File: config.mk
export PLATFORM = sky130hd
export DESIGN_NAME = sample_packer
export DESIGN_NICKNAME = d
export VERILOG_FILES = /design/src/rtl/ares_stream_pkg.sv /design/src/rtl/sample_packer.sv
export SDC_FILE = /design/constraint.sdc
export NUM_CORES = 1
export LEC_CHECK = 0
export CAP_MARGIN = 20
export CORE_MARGIN = 2
export CORE_UTILIZATION = 45
export CTS_CLUSTER_SIZE = 30
export DETAILED_ROUTE_END_ITERATION = 16
export GPL_ROUTABILITY_DRIVEN = 0
export HOLD_SLACK_MARGIN = 0.1
export PLACE_DENSITY = 0.75
export SETUP_SLACK_MARGIN = 0.15
export SLEW_MARGIN = 20
export SYNTH_ARGS = -nofsm -noshare
export SYNTH_HDL_FRONTEND = slang
export SYNTH_SLANG_ARGS = --single-unit
File: constraint.sdc
create_clock -name s00_axis_aclk -period 7.7 [get_ports s00_axis_aclk]
set_clock_uncertainty 0.2 [all_clocks]
set_input_delay 1.54 -clock s00_axis_aclk [delete_from_list [all_inputs] [get_ports s00_axis_aclk]]
set_output_delay 1.54 -clock s00_axis_aclk [all_outputs]
set_load 0.02 [all_outputs]
File: src/rtl/ares_stream_pkg.sv
// Shared stream constants, index types and lane-strobe helper for the
// ADC-sample packing/unpacking paths.
package ares_stream_pkg;

  localparam int SAMPLE_W    = 16;
  localparam int LANES       = 8;
  localparam int FRAME_WORDS = 128;
  localparam int LANE_IDX_W  = $clog2(LANES);
  localparam int WORD_IDX_W  = $clog2(FRAME_WORDS);

  typedef logic [LANE_IDX_W-1:0] lane_idx_t;
  typedef logic [WORD_IDX_W-1:0] word_idx_t;

  // Byte strobe for a word whose highest filled lane is last_lane.
  function automatic logic [2*LANES-1:0] lane_strb(input lane_idx_t last_lane);
    logic [2*LANES-1:0] s;
    s = '0;
    for (int k = 0; k < LANES; k++) begin
      if (k <= int'(last_lane)) s[2*k +: 2] = 2'b11;
    end
    return s;
  endfunction

endpackage

File: src/rtl/sample_packer.sv
// Packs 16-bit samples into 8-lane 128-bit AXI-Stream words, framing them
// with tlast every FRAME_WORDS words or early on an input tlast (zero-padded).
module sample_packer #(
  parameter int C_S00_AXIS_TDATA_WIDTH = 32,
  parameter int C_M00_AXIS_TDATA_WIDTH = 128,
  parameter int FRAME_WORDS            = ares_stream_pkg::FRAME_WORDS
) (
  input  logic                                  s00_axis_aclk,
  input  logic                                  s00_axis_aresetn,
  input  logic                                  s00_axis_tvalid,
  input  logic                                  s00_axis_tlast,
  input  logic [C_S00_AXIS_TDATA_WIDTH-1:0]     s00_axis_tdata,
  input  logic [C_S00_AXIS_TDATA_WIDTH/8-1:0]   s00_axis_tstrb,
  output logic                                  s00_axis_tready,
  input  logic                                  m00_axis_tready,
  output logic                                  m00_axis_tvalid,
  output logic                                  m00_axis_tlast,
  output logic [C_M00_AXIS_TDATA_WIDTH-1:0]     m00_axis_tdata,
  output logic [C_M00_AXIS_TDATA_WIDTH/8-1:0]   m00_axis_tstrb,
  output logic [15:0]                           frame_count,
  output logic                                  short_frame
);
  import ares_stream_pkg::*;

  localparam int WORD_W = LANES * SAMPLE_W;
  localparam int WIDX_W = (FRAME_WORDS > 1) ? $clog2(FRAME_WORDS) : 1;

  logic [SAMPLE_W-1:0]                 w_sample;
  logic                                w_unused;
  lane_idx_t                           r_lane_idx;
  logic [WIDX_W-1:0]                   r_word_idx;
  logic [WORD_W-1:0]                   r_acc;
  logic [WORD_W-1:0]                   w_acc_next;
  logic                                r_m_tvalid;
  logic                                r_m_tlast;
  logic [C_M00_AXIS_TDATA_WIDTH-1:0]   r_m_tdata;
  logic [C_M00_AXIS_TDATA_WIDTH/8-1:0] r_m_tstrb;
  logic [15:0]                         r_frame_count;
  logic                                r_short;
  logic                                w_lane_last;
  logic                                w_may_complete;
  logic                                w_s_ready;
  logic                                w_in_hs;
  logic                                w_complete;
  logic                                w_word_last;
  logic                                w_frame_end;
  logic                                w_short;

  assign w_sample = s00_axis_tdata[SAMPLE_W-1:0];
  assign w_unused = ^{s00_axis_tstrb, s00_axis_tdata[C_S00_AXIS_TDATA_WIDTH-1:SAMPLE_W]};

  // Only a sample that would complete a word can be stalled: it needs the
  // output register free (or freeing this cycle). Independent of tvalid.
  assign w_lane_last    = (r_lane_idx == lane_idx_t'(LANES-1));
  assign w_may_complete = w_lane_last || s00_axis_tlast;
  assign w_s_ready      = !w_may_complete || !r_m_tvalid || m00_axis_tready;
  assign w_in_hs        = s00_axis_tvalid && w_s_ready;
  assign w_complete     = w_in_hs && w_may_complete;

  assign w_word_last = (r_word_idx == WIDX_W'(FRAME_WORDS-1));
  assign w_frame_end = w_complete && (w_word_last || s00_axis_tlast);
  assign w_short     = w_complete && s00_axis_tlast && (!w_word_last || !w_lane_last);

  always_comb begin
    w_acc_next = r_acc;
    w_acc_next[r_lane_idx*SAMPLE_W +: SAMPLE_W] = w_sample;
  end

  always_ff @(posedge s00_axis_aclk or negedge s00_axis_aresetn) begin
    if (!s00_axis_aresetn) begin
      r_acc         <= '0;
      r_lane_idx    <= '0;
      r_word_idx    <= '0;
      r_m_tvalid    <= 1'b0;
      r_m_tlast     <= 1'b0;
      r_m_tdata     <= '0;
      r_m_tstrb     <= '0;
      r_frame_count <= '0;
      r_short       <= 1'b0;
    end else begin
      r_short <= w_short;

      // Accumulator lanes above the last written one stay zero, so a
      // completed word needs no explicit padding.
      if (w_complete) begin
        r_acc      <= '0;
        r_lane_idx <= '0;
      end else if (w_in_hs) begin
        r_acc      <= w_acc_next;
        r_lane_idx <= r_lane_idx + 1'b1;
      end

      if (w_complete) begin
        r_m_tvalid <= 1'b1;
        r_m_tdata  <= C_M00_AXIS_TDATA_WIDTH'(w_acc_next);
        r_m_tstrb  <= (C_M00_AXIS_TDATA_WIDTH/8)'(lane_strb(r_lane_idx));
        r_m_tlast  <= w_frame_end;
        r_word_idx <= w_frame_end ? '0 : r_word_idx + 1'b1;
      end else if (r_m_tvalid && m00_axis_tready) begin
        r_m_tvalid <= 1'b0;
      end

      if (w_frame_end) r_frame_count <= r_frame_count + 16'd1;
    end
  end

  assign s00_axis_tready = w_s_ready;
  assign m00_axis_tvalid = r_m_tvalid;
  assign m00_axis_tlast  = r_m_tlast;
  assign m00_axis_tdata  = r_m_tdata;
  assign m00_axis_tstrb  = r_m_tstrb;
  assign frame_count     = r_frame_count;
  assign short_frame     = r_short;

endmodule

* Word level (Yosys, flattened, before mapping) *
Index checks and enable logic that the tools add are counted.

storage, ports and cells
  bits in registers = 301
  input bits = 41
  output and inout port bits = 164
  logic and storage cells = 56

operators by class
  $add $sub $neg = 4
  order comparisons = 7
  equal/unequal tests = 2
  shift-type cells = 2
  muxes and demuxes = 15
  reductions and logical operators = 17

operator list
  kind                         count
  $mux W128                    2
  $bwmux W128                  1
  $shift A16 B34 Y128 const A  1
  $shiftx A16 B34 Y128         1
  $neg A7 Y34                  1
  $add A16 B1 Y16 const B      1
  $mux W2                      7
  $le A3 B3 Y1 const A         4
  $add A7 B1 Y7 const B        1
  $eq A7 B7 Y1 const B         1
  $mux W7                      1
  $le A2 B3 Y1 const A         2
  $logic_and A1 B1 Y1          6
  $mux W3                      2
  $logic_or A1 B1 Y1           5
  $logic_not A1 Y1             4
  $reduce_bool A2 Y1           2
  $add A3 B1 Y3 const B        1
  $eq A3 B3 Y1 const B         1
  $le A1 B3 Y1 const A         1
  $mux W1                      2

* Logic depth before layout (Yosys ltp) *
  word-level depth = 9
  mapped depth = 13
  gate-level depth less buffers = 7

* Worst setup path after synthesis *
OpenSTA, ideal clock, no wires.

  path kind = input to output
  start = input s00_axis_tlast
  end = output s00_axis_tready
  data arrival time = 2.051 ns
  data required time = 5.960 ns
  path slack = 3.909 ns
  stages on the path = 3
  path buffers = 1
  cell sequence = or2_1 > buf_4 > nand2_1

on the way
  word-level cells in the longest chain between the ends = 4

RTL lines
  item                             line                 text
  from (decl)                      sample_packer.sv:11  input logic s00_axis_tlast,
  $logic_or A1 B1 Y1               sample_packer.sv:55  assign w_may_complete = w_lane_last || s00_axis_tlast;
  $logic_not A1 Y1                 sample_packer.sv:56  assign w_s_ready = !w_may_complete || !r_m_tvalid || m00_axis_tready;
  $logic_or A1 B1 Y1 (2 in a row)  sample_packer.sv:56
  to (decl)                        sample_packer.sv:14  output logic s00_axis_tready,

Every way passes these cells.

* Worst setup path after layout *
Ends and elaborated chain as after synthesis.

==> results by group <==
Status
  • Status: finished clean

Global route
  • Largest net degree at the start of global routing: 156
  • Initial antenna violation count: 0
  • Busiest grt layer: met2
  • GRT Total Usage: 22.4%
  • Met2 Usage GRT: 34.9%
  • Grt met3 use: 3.82%
  • Global-route wire length before repair: 51400 um
  • Remaining Overflow, GRT: 0
  • GR Layer Usage met1: 32.3%
  • Number of global-route vias before repair: 9075

Layout
  • Post-route core utilization: 56.5%
  • # nets final: 1296
  • Fillers: 2352
  • Area delta synth->final: 24.1%
  • Share of post-route cells with drive strength above 1: 6.70%
  • FF+latch area: 7330 um2
  • Multi-input gate area: 4690 um2
  • Ant. Diodes: 0

Logic synthesis
  • Commonest cells in the synthesized netlist: dfrtp_1, nand2_1, a22o_1, o21ai_0, mux2i_1
  • Yosys cell types: 49
  • Synth Register Bits: 293
  • Syn Nets: 1176
  • Post-synth ARST share: 100%
  • Synth warn: 0
  • Cell with the most instances after synthesis: dfrtp_1
  • Synth Instances: 1126
  • Synth Flop Type: dfrtp_1
  • Seq/Total Area, Yosys: 58.3%
  • Number of flops mapped to enable cells by yosys: 0
  • Area leader, netlist: dfrtp_1
  • Mapped Area: 12600 um2
  • Yosys top cell area share: 58.3%
  • Post-synthesis area per instance: 11.2 um2
  • Top cells by area, synth: dfrtp_1, a22o_1, mux2i_1, nand2_1, o21ai_0

Route
  • DR iter-0 viols: 775
  • Routed wire length: 32800 um
  • Drt pass-1 iters: 5
  • Via count: 9296
  • DRC violations left: 0
  • Via density per instance: 5.64
  • DRT antenna net count: 0
  • Routed length per placed instance: 19.9 um

Clock network
  • CTS tree: yes
  • CTS H-tree lvls: 1
  • Cts hold-fix bufs: 0
  • CTS Buffer Depth: 3
  • Clock Sinks: 293
  • Root Driver: clkbuf_16
  • Post-CTS Setup Repair Bufs: 0
  • Worst-Skew Late Latency: 0.55 ns
  • Post-CTS sizing: 0
  • Num CTS Buffers: 31
  • Clock-pin slew on the worst setup and hold paths: 0.06 ns

Placed design
  • Hpwl dp: 20500 um
  • Port Buffers: 184

Worst setup path
  • Worst stage delay on the critical path: 0.61 ns
  • WP buf/inv: 2
  • Crit start category: input port
  • Most frequent CP cell: clkdlybuf4s50_1
  • CP arrival: 3.24 ns
  • Worst Path Class, Setup: input port to output port
  • Worst setup EP type: output port
  • Crit Path Max Fanout: 8
  • CP Cell Sequence: clkdlybuf4s50_1 > or2_1 > nand2_1 > clkdlybuf4s50_1
  • Top delay family on crit path: buffers and inverters
  • CP max-delay cell: clkdlybuf4s50_1
  • Crit path required time: 5.96 ns

Timing
  • Fin. max-slew vios: 0
  • Fmax: 0.201 GHz
  • Setup TNS Final: 0 ns
  • Slew headroom: 29.5%
  • Worst Tran Pin Value: 1.05 ns
  • Setup violations, final: 0
  • RSZ-0062 raised after global routing: no
  • Final Hold Viols: 0
  • Fin crit period: 4.98 ns
  • Tcrit/Tclk final: 64.7%

Power and ir drop
  • Worst vdd ir: 0.000152 V
  • Seq pwr share: 42.2%
  • Pwr dens: 270 nW/um2
  • Power share of the clock group: 38.8%
  • Combinational cell fraction of total power: 19.0%
  • Internal power: 0.00301 W
  • NetSw: 0.00119 W
  • Switching Share: 28.4%
  • Leakage power: 6.75 nW

Floorplanning
  • Initial Util: 45.5%
  • Die width: 171 um
  • Core area: 27600 um2
  • Chip height: 171 um
  • Total I/O pin count: 205
  • Row cnt: 61
  • Die ar.: 29300 um2

Job
  • Max_cap viols: 0

Worst hold path
  • Hold WC Path Type: register to register
## worst register-to-register path, delay by kind of cell, from the launching register on
kind | cells | cell delay [ns]
buffers and inverters | 2 | 0.50
AOI/OAI and AO/OA | 1 | 0.26
DFF | 1 | 1.01
adders and majority gates | 2 | 0.61
and+or+nand+nor | 3 | 1.33
## cell type report
class                      count  share of cell area, %
clock inverter                14                   1.68
inverter                       6                  0.144
sequential                   293                   47.0
clock buffer                  42                   5.49
tap                          378                   3.03
timing repair buffer         193                   12.6
multi-input combinational    721                   30.1
## flip-flops by register name, indices dropped and copies added (netlist names)
register         count
m00_axis_tdata     128
r_acc              128
frame_count         16
m00_axis_tstrb       8
r_word_idx           7
r_lane_idx           3
m00_axis_tlast       1
m00_axis_tvalid      1
short_frame          1
## cell families (layout without fill, tap and decap cells)
group,count (synthesis),count (layout),share of synthesized area [%]
buffers and inverters,112,255,4.55
AND/OR/NAND/NOR,275,275,10.2
flip-flops,293,293,58.3
XOR/XNOR,17,17,1.18
adder cells (fa/ha/maj),9,9,0.896
AO/OA/AOI/OAI,330,330,17.7
multiplexers,90,90,7.19
## layer usage
layer | wire (um) | vias to the layer above
li1 | - | 4230
met1 | 14900 | 4729
met2 | 15300 | 292
met3 | 1870 | 45
met4 | 716 | 0
met5 | 0 | -
## power by group through the flow
stage	registers [W]	logic [W]	clock network (W)
after floorplan	0.00190	0.000337	0
after global placement	0.00180	0.000783	0
after detailed placement	0.00180	0.000799	0
after CTS	0.00178	0.000803	0.00166
after global routing	0.00179	0.000863	0.00172
final	0.00178	0.000799	0.00163
## placed cells by master (no fill, tap or decap), types with 8 or more instances in the layout
cell type / instances
dfrtp_1: 293
clkdlybuf4s50_1: 183
nand2_1: 143
a22o_1: 121
o21ai_0: 99
mux2i_1: 88
a21oi_1: 67
nor2_1: 44
clkbuf_16: 31
and2_1: 16
nand3_1: 15
a31oi_1: 11
xnor2_1: 11
nand4_1: 10
and3_1: 9
o21ai_1: 9
ha_1: 9
nor2b_1: 8
a32o_1: 8
## worst paths after layout
path                                    to  slack (ns)  cells past startpoint             start
setup / recovery           s00_axis_tready        2.72                      4    s00_axis_tlast
hold / removal             frame_count[15]        0.28                      1   frame_count[15]
setup reg to reg                 r_acc[98]        3.72                      8     r_lane_idx[0]
hold reg to reg            frame_count[15]        0.28                      1   frame_count[15]
max in group asynchronous       r_acc[103]        5.22                      2  s00_axis_aresetn
min in group asynchronous  frame_count[12]        0.72                      1  s00_axis_aresetn
## through the flow
| stage | instance area [um2] | std cells | total power [W] | hold slack, ns | setup WS [ns] |
|---|---|---|---|---|---|
| final | 15600 | 1647 | 0.00421 | 0.277 | 2.72 |
| after global routing | 15600 | 1647 | 0.00438 | 0.305 | 2.67 |
| after CTS | 15600 | 1647 | 0.00424 | 0.282 | 2.72 |
| after detailed placement | 14500 | 1591 | 0.00260 | 0.269 | 2.73 |
| after global placement | 14400 | 1590 | 0.00258 | 0.262 | 2.77 |
| after floorplan | 12600 | 1126 | 0.00223 | 0.258 | 3.91 |
Note: power is estimated with default switching activity, not from simulation.
